## src/rtl/move_scheduler.sv

```systemverilog
// move_scheduler: stepper-motor move sequencer.
//
// One command can wait in a pending slot while one move is active. An active
// move emits one step pulse every `period` clocks (periods below 2 are treated
// as 2), walks the coil phase table, tracks a signed wrapping position and
// pulses `done` on the cycle of its final step. A pending command is loaded
// on that same edge, so consecutive moves run with no idle cycle in between.
// `abort` clears both the active and the pending move. It holds the position
// and the phase outputs, and it issues no done pulse.
//
// Optional build macro: HALFSTEP_EN. When it is defined, an 8-entry half-step
// coil table and a 3-bit phase index are used. When it is undefined, a 4-entry
// full-step table and a 2-bit phase index are used.
//
// Handshake: a command is taken on a rising CLK edge when cmd_valid and
// cmd_ready are both high and abort is low. cmd_ready depends only on the
// pending slot being empty and on RST. It never depends on cmd_valid.
//
// state_dbg exposes the FSM state (0 = IDLE, 1 = RUN) for observation.

module move_scheduler #(
    parameter int CNT_W = 32,
    parameter int PER_W = 24
) (
    input  logic             CLK,
    input  logic             RST,
    input  logic             cmd_valid,
    output logic             cmd_ready,
    input  logic             cmd_dir,
    input  logic [CNT_W-1:0] cmd_steps,
    input  logic [PER_W-1:0] cmd_period,
    input  logic             abort,
    output logic             busy,
    output logic             step,
    output logic             dir,
    output logic             done,
    output logic [CNT_W-1:0] position,
    output logic             phase_a1,
    output logic             phase_a2,
    output logic             phase_b1,
    output logic             phase_b2,
    output logic             state_dbg
);

`ifdef HALFSTEP_EN
    localparam int IDX_W = 3;
`else
    localparam int IDX_W = 2;
`endif

    typedef enum logic [0:0] {
        IDLE = 1'b0,
        RUN  = 1'b1
    } state_t;

    // Coil pattern {a1, a2, b1, b2} for each phase index.
    function automatic logic [3:0] phase_of(input logic [IDX_W-1:0] idx);
        logic [3:0] pat;
        pat = 4'b1010;
`ifdef HALFSTEP_EN
        case (idx)
            3'd0: pat = 4'b1010;
            3'd1: pat = 4'b0010;
            3'd2: pat = 4'b0110;
            3'd3: pat = 4'b0100;
            3'd4: pat = 4'b0101;
            3'd5: pat = 4'b0001;
            3'd6: pat = 4'b1001;
            3'd7: pat = 4'b1000;
            default: pat = 4'b1010;
        endcase
`else
        case (idx)
            2'd0: pat = 4'b1010;
            2'd1: pat = 4'b0110;
            2'd2: pat = 4'b0101;
            2'd3: pat = 4'b1001;
            default: pat = 4'b1010;
        endcase
`endif
        return pat;
    endfunction

    state_t state;
    state_t state_next;

    // Pending command slot.
    logic             pend_valid;
    logic             pend_dir;
    logic [CNT_W-1:0] pend_steps;
    logic [PER_W-1:0] pend_period;

    // Active move.
    logic [CNT_W-1:0] remaining;
    logic [PER_W-1:0] act_period;
    logic [PER_W-1:0] timer;
    logic [IDX_W-1:0] phase_idx;
    logic [IDX_W-1:0] phase_idx_next;
    logic [3:0]       phase_q;

    // Decoded events for the current cycle.
    logic accept;
    logic fire;
    logic finish;
    logic load;
    logic [PER_W-1:0] pend_period_eff;

    assign cmd_ready = !pend_valid && !RST;
    assign accept    = cmd_valid && cmd_ready && !abort;

    // A step fires when the period counter reaches its last clock. A move that
    // has no steps left never fires.
    assign fire   = (state == RUN) && (remaining != '0) &&
                    (timer == act_period - PER_W'(1));

    // A move ends on its final step. A zero-step move ends on its first RUN cycle.
    assign finish = (state == RUN) &&
                    ((remaining == '0) || (fire && (remaining == CNT_W'(1))));

    // The pending command moves into the active slot from IDLE, or back-to-back
    // as the current move finishes. abort suppresses the transfer.
    assign load   = !abort && pend_valid && ((state == IDLE) || finish);

    assign pend_period_eff = (pend_period < PER_W'(2)) ? PER_W'(2) : pend_period;
    assign phase_idx_next  = dir ? (phase_idx + IDX_W'(1)) : (phase_idx - IDX_W'(1));

    // FSM state register.
    always_ff @(posedge CLK or posedge RST) begin
        if (RST) begin
            state <= IDLE;
        end else begin
            state <= state_next;
        end
    end

    // FSM next-state logic: abort wins, and a finishing move chains into a pending one.
    always_comb begin
        state_next = state;
        case (state)
            IDLE: begin
                if (load) begin
                    state_next = RUN;
                end
            end
            RUN: begin
                if (abort) begin
                    state_next = IDLE;
                end else if (finish) begin
                    state_next = load ? RUN : IDLE;
                end
            end
            default: state_next = IDLE;
        endcase
    end

    // FSM outputs: busy means an active move is loaded.
    always_comb begin
        busy      = 1'b0;
        state_dbg = 1'b0;
        if (state == RUN) begin
            busy      = 1'b1;
            state_dbg = 1'b1;
        end
    end

    // Pending slot: filled on accept, emptied on load, flushed by abort.
    always_ff @(posedge CLK or posedge RST) begin
        if (RST) begin
            pend_valid  <= 1'b0;
            pend_dir    <= 1'b0;
            pend_steps  <= '0;
            pend_period <= '0;
        end else if (abort) begin
            pend_valid <= 1'b0;
        end else begin
            if (load) begin
                pend_valid <= 1'b0;
            end
            if (accept) begin
                pend_valid  <= 1'b1;
                pend_dir    <= cmd_dir;
                pend_steps  <= cmd_steps;
                pend_period <= cmd_period;
            end
        end
    end

    // Active move datapath: period timer, step/done pulses, phase, position.
    always_ff @(posedge CLK or posedge RST) begin
        if (RST) begin
            remaining  <= '0;
            act_period <= PER_W'(2);
            timer      <= '0;
            dir        <= 1'b0;
            step       <= 1'b0;
            done       <= 1'b0;
            phase_idx  <= '0;
            phase_q    <= 4'b1010;
            position   <= '0;
        end else begin
            step <= 1'b0;
            done <= 1'b0;
            if (abort) begin
                // Motion stops where it is. Phase and position are held.
                timer <= '0;
            end else begin
                if (fire) begin
                    step      <= 1'b1;
                    timer     <= '0;
                    remaining <= remaining - CNT_W'(1);
                    phase_idx <= phase_idx_next;
                    phase_q   <= phase_of(phase_idx_next);
                    position  <= dir ? (position + CNT_W'(1)) : (position - CNT_W'(1));
                end else if (state == RUN) begin
                    timer <= timer + PER_W'(1);
                end
                if (finish) begin
                    done <= 1'b1;
                end
                // Loading overrides the decrement of a move that just ended.
                if (load) begin
                    remaining  <= pend_steps;
                    act_period <= pend_period_eff;
                    dir        <= pend_dir;
                    timer      <= '0;
                end
            end
        end
    end

    assign phase_a1 = phase_q[3];
    assign phase_a2 = phase_q[2];
    assign phase_b1 = phase_q[1];
    assign phase_b2 = phase_q[0];

endmodule

```

## config.mk

```make
export PLATFORM = sky130hd
export DESIGN_NAME = move_scheduler
export DESIGN_NICKNAME = d
export VERILOG_FILES = /design/src/rtl/move_scheduler.sv
export SDC_FILE = /design/constraint.sdc
export NUM_CORES = 1
export LEC_CHECK = 0
export BUFFER_PORTS_ARGS = -buffer_cell sky130_fd_sc_hd__clkbuf_2
export CAP_MARGIN = 20
export CORE_ASPECT_RATIO = 0.8
export CORE_MARGIN = 4
export CORE_UTILIZATION = 40
export DETAILED_ROUTE_END_ITERATION = 12
export HOLD_SLACK_MARGIN = 0.02
export SLEW_MARGIN = 20
export SYNTH_ARGS = -nofsm -noshare
export SYNTH_HDL_FRONTEND = slang
export SYNTH_SLANG_ARGS = --single-unit
```

## constraint.sdc

```tcl
create_clock -name CLK -period 9.2 [get_ports CLK]
set_clock_uncertainty 0.15 [all_clocks]
set_input_delay 1.84 -clock CLK [delete_from_list [all_inputs] [get_ports CLK]]
set_output_delay 1.84 -clock CLK [all_outputs]
set_load 0.02 [all_outputs]
```

==> Yosys cells after proc, flatten, opt, wreduce, memory -nomap -nowiden <==
Cells that the tools add are included.
{ "word_totals": {"register_bits": 180, "input_bits": 61, "output_inout_bits": 42, "wordCells": 75} }
{ "classes": {"addsub": 7, "magnitude_cmp": 1, "eq_ne": 5, "n_mux": 22, "n_bitwise": 2, "n_reduce_logical": 24} }
{ "op_table": {"columns": ["operator", "count"], "rows": [
  ["$mux W24", 5],
  ["$mux W32", 3],
  ["$sub A32 B1 Y32 const B", 2],
  ["$add A32 B1 Y32 const B", 1],
  ["$eq A32 B1 Y1 const B", 1],
  ["$logic_not A32 Y1", 1],
  ["$reduce_bool A32 Y1", 1],
  ["$add A24 B1 Y24 const B", 1],
  ["$eq A24 B24 Y1", 1],
  ["$lt A24 B2 Y1 const B", 1],
  ["$sub A24 B1 Y24 const B", 1],
  ["$pmux W4 S4", 1],
  ["$mux W1", 11],
  ["$logic_and A1 B1 Y1", 9],
  ["$reduce_and A2 Y1", 4],
  ["$eq A2 B2 Y1 const B", 2],
  ["$reduce_bool A4 Y1", 1],
  ["$logic_not A1 Y1", 3],
  ["$reduce_bool A3 Y1", 1],
  ["$add A2 B1 Y2 const B", 1],
  ["$eq A2 B1 Y1 const B", 1],
  ["$logic_not A2 Y1", 1],
  ["$logic_or A1 B1 Y1", 2],
  ["$mux W2", 1],
  ["4 further kinds", 5]
]} }

==> Longest topological paths before layout <==
{ "logic_depth": {"ltp_word": 12, "ltp_mapped": 16, "ltp_nobuf": 12} }

==> Worst setup path before layout <==
Ideal clock, no wire load.
{ "synth_timing": {"path_type": "register to register", "startpoint": "register dir", "endpoint": "register position[30]", "setup_ns": 0.135, "arrival_ns": 3.950, "required_ns": 8.915, "setup_slack_ns": 4.965, "stages_incl_launch_ff": 14, "n_path_buf": 1, "path_cell_list": "dfrtp_1 -> clkbuf_1 -> inv_1 -> ha_1 -> a21o_1 -> a21o_1 -> a2111oi_0 -> o31ai_1 -> a211oi_1 -> a21oi_1 -> or4_1 -> a31oi_1 -> xor2_1 -> o21ai_0"} }
{ "synth_via": {"elab_chain_cells": 1} }
{ "synth_rtl": {"columns": ["element", "line", "source"], "rows": [
  ["start, declared", "35", "output logic dir,"],
  ["start signal, assigned", "224", "dir <= pend_dir;"],
  ["$mux W32", "213", "position <= dir ? (position + CNT_W'(1)) : (position - CNT_W'(1));"],
  ["end signal, assigned", "213", null],
  ["end, declared", "37", "output logic [CNT_W-1:0] position,"]
]} }
Every way passes these cells.
A chain may end at the register's enable or synchronous reset.

==> Worst setup path after layout <==
Same ends and word-level chain as after synthesis.

==> flow_summary.yaml <==
cells_and_area:
  syn_to_final_growth_pct: 13.1
  antennaDiodeCount: 0
  drive_gt1_share_pct: 21.0
  nFillCells: 2360
  final_nets: 1187
synth:
  async_flop_share_pct: 100
  netlist_instances: 1008
  avgSynthCellArea_sq_um: 10.1
  yosysMostFrequentCell: "dfrtp_1"
  synth_seq_cells: 180
  yosysTopAreaCellShare_pct: 43.7
  ys_types: 71
  yosys-top-cells-area: "dfrtp_1, mux2_2, xnor2_1"
  syn_area_sq_mm: 0.0101
  ys_warn_count: 0
  yosysTopAreaCell: "dfrtp_1"
  synth_enable_flop_cells: 0
  netlist_top_cells_count: "dfrtp_1, nand2_1, nor2_1"
  seq_area_frac_synth_pct: 44.5
  syn_nets: 1105
  synth-main-ff-cell: "dfrtp_1"
global_routing:
  grt_max_degree: 93
  use_met1_pct: 27.0
  track_usage_pct: 17.4
  use_met3_pct: 3.29
  grt_pass1_vias: 7551
  grt_pass1_wl_microns: 39000
  top_usage_layer: "met1"
  grt_overflow: 0
  antenna_found_initial: 0
  gr-usage-met2_pct: 25.0
floorplan:
  dieArea_sq_mm: 0.0280
  core_sq_mm: 0.0246
  die_w_microns: 186
  initial_core_util_pct: 41.2
  die_y_microns: 150
  row_count: 51
  io_pins: 103
clock_network:
  cts-root-buf: "clkbuf_16"
  hold_buffers: 0
  tritoncts: "built"
  htreeDepth: 4
  cts-resized-gates: 0
  clock_sinks: 180
  cts_setup_buffers: 0
  clockBufferDepth: 2
  clkTransAtPathRegs_ns: 0.07
  numCtsBuffers: 17
  insertion_delay_ns: 0.45
pwr:
  vdd_drop_max_mv: 0.134
  p_per_area_mw_per_mm2: 224
  power_mw: 2.56
  power_leakage_nw: 4.98
drt:
  post_drt_wl_per_cell_microns: 16.5
  wirelength_microns: 23500
  vias_per_cell: 5.41
  drt-pass1-iter-count: 5
  drtAntennaViolNets: 0
  drc: 0
  vias: 7692
  dr.first_iter.drc_count: 512
placement:
  place_hpwl_microns: 16800
  port_buffers: 102
  gp_congestion: 0.901
timing:
  period_needed_ns: 4.62
  final_hold_viol_count: 0
  drv_slew: 0
  period_share_pct: 50.2
  rsz0062_at_grt: "no"
  fin_setup_tns_ns: 0
  fmax_mhz: 216
  relSlewSlack_pct: 32.6
  tightestPinTransition_ns: 1.01
  setup_violations: 0
status:
  outcome: "finished clean"
critical_path:
  start_kind: "flop"
  critPathKind: "reg -> reg"
  critPathMaxFanout: 19
  worstPathArrival_ns: 4.77
  critPathRequiredTime_ns: 9.35
  endpoint_kind: "flop"
job:
  maxCapViolations: 0
worst_hold_path:
  hold_path_class: "reg -> reg"
layer usage:
metal  vias up  wire [microns]
met3        14             837
met1      3749           12800
met2       136            9630
li1       3793               -
met5         -               0
met4         0             189
final timing paths:
check | start | endpoint | slack [ns] | cells past startpoint
max | dir$_DFFE_PP0P_ | position[30]$_DFFE_PP0P_ | 4.58 | 13
min | position[31]$_DFFE_PP0P_ | position[31]$_DFFE_PP0P_ | 0.32 | 1
max reg2reg | dir$_DFFE_PP0P_ | position[30]$_DFFE_PP0P_ | 4.58 | 13
min reg2reg | position[31]$_DFFE_PP0P_ | position[31]$_DFFE_PP0P_ | 0.32 | 1
max in group asynchronous | RST | pend_period[3]$_DFFE_PP0P_ | 5.71 | 4
min in group asynchronous | RST | position[26]$_DFFE_PP0P_ | 1.36 | 2
layout by cell type, fill, tap and decap left out, types with 4 or more instances in the layout:
master,synthesis,final
inv_1,17,16
o21bai_1,4,4
buf_4,2,6
and3_1,8,8
a31oi_1,10,10
a21oi_1,21,21
o21a_1,4,4
or3_1,8,8
nand4b_1,6,6
o21ai_0,49,49
nand2b_1,16,16
nor4b_1,6,5
nor2b_1,4,4
nand2_1,108,108
o31a_1,7,7
o21ai_1,29,29
nor4_1,24,23
ha_1,35,35
nor2_1,79,79
xnor2_1,60,60
xor2_1,49,49
clkbuf_16,0,17
nand3_1,23,22
clkbuf_2,1,102
mux2_1,7,7
inv_6,0,7
a211oi_1,4,4
dfrtp_1,177,177
mux2_2,73,73
nor3_1,29,29
nand3b_1,4,4
or4_1,4,4
a21o_1,21,21
nand4_1,25,25
report_power, final:
| part | switching [mW] | leakage (nW) | total [mW] | internal (mW) |
|---|---|---|---|---|
| logic | 0.371 | 2.40 | 0.691 | 0.320 |
| registers | 0.169 | 2.29 | 1.11 | 0.939 |
| clock network | 0.352 | 0.294 | 0.765 | 0.413 |
logic make-up after synthesis:
family | after synthesis | share of synthesized area [%]
AND/OR/NAND/NOR | 361 | 18.2
flip-flops | 180 | 44.5
AO/OA/AOI/OAI | 179 | 11.2
XOR/XNOR | 109 | 9.42
multiplexers | 81 | 8.98
buffers and inverters | 62 | 3.29
adder cells (fa/ha/maj) | 36 | 4.52
metrics by stage:
step                cells  setup WS, ns  hold WS (ns)  utilization (%)  cell area, sq um
floorplan            1008          2.33         0.296                -             10100
global placement     1389          4.66         0.309             44.1             10900
detailed placement   1389          4.63         0.314             44.1             10900
CTS                  1421          4.60         0.327             46.5             11500
global route         1421          4.13         0.334             46.6             11500
finish               1421          4.58         0.324             46.6             11500
flip-flops by register name, indices dropped and copies added, names as in the netlist, 2 cells and up:
signal,count
timer,24
phase_q,4
act_period,24
phase_idx,2
remaining,32
pend_period,24
pend_steps,32
position,32
worst max-delay path: stages, from the launching register on:
cell       delay, ns
dfrtp_1         0.46
inv_1           0.42
buf_4           0.36
ha_1            0.32
a21o_1          0.19
a21o_1          0.20
a2111oi_0       0.63
o31ai_1         0.20
a211oi_1        0.52
a21oi_1         0.15
or4_1           0.41
a31oi_1         0.21
xor2_1          0.15
o21ai_0         0.08
cell type report:
class,instances,area [sq um],share of cell area [%]
multi-input combinational,766,5330,46.5
clock buffer,17,425,3.71
sequential,180,4510,39.3
timing repair buffer,108,556,4.84
clock inverter,15,183,1.59
inverter,17,68.8,0.600
tap,318,398,3.47
No activity file was read; power rests on OpenSTA's default activity.
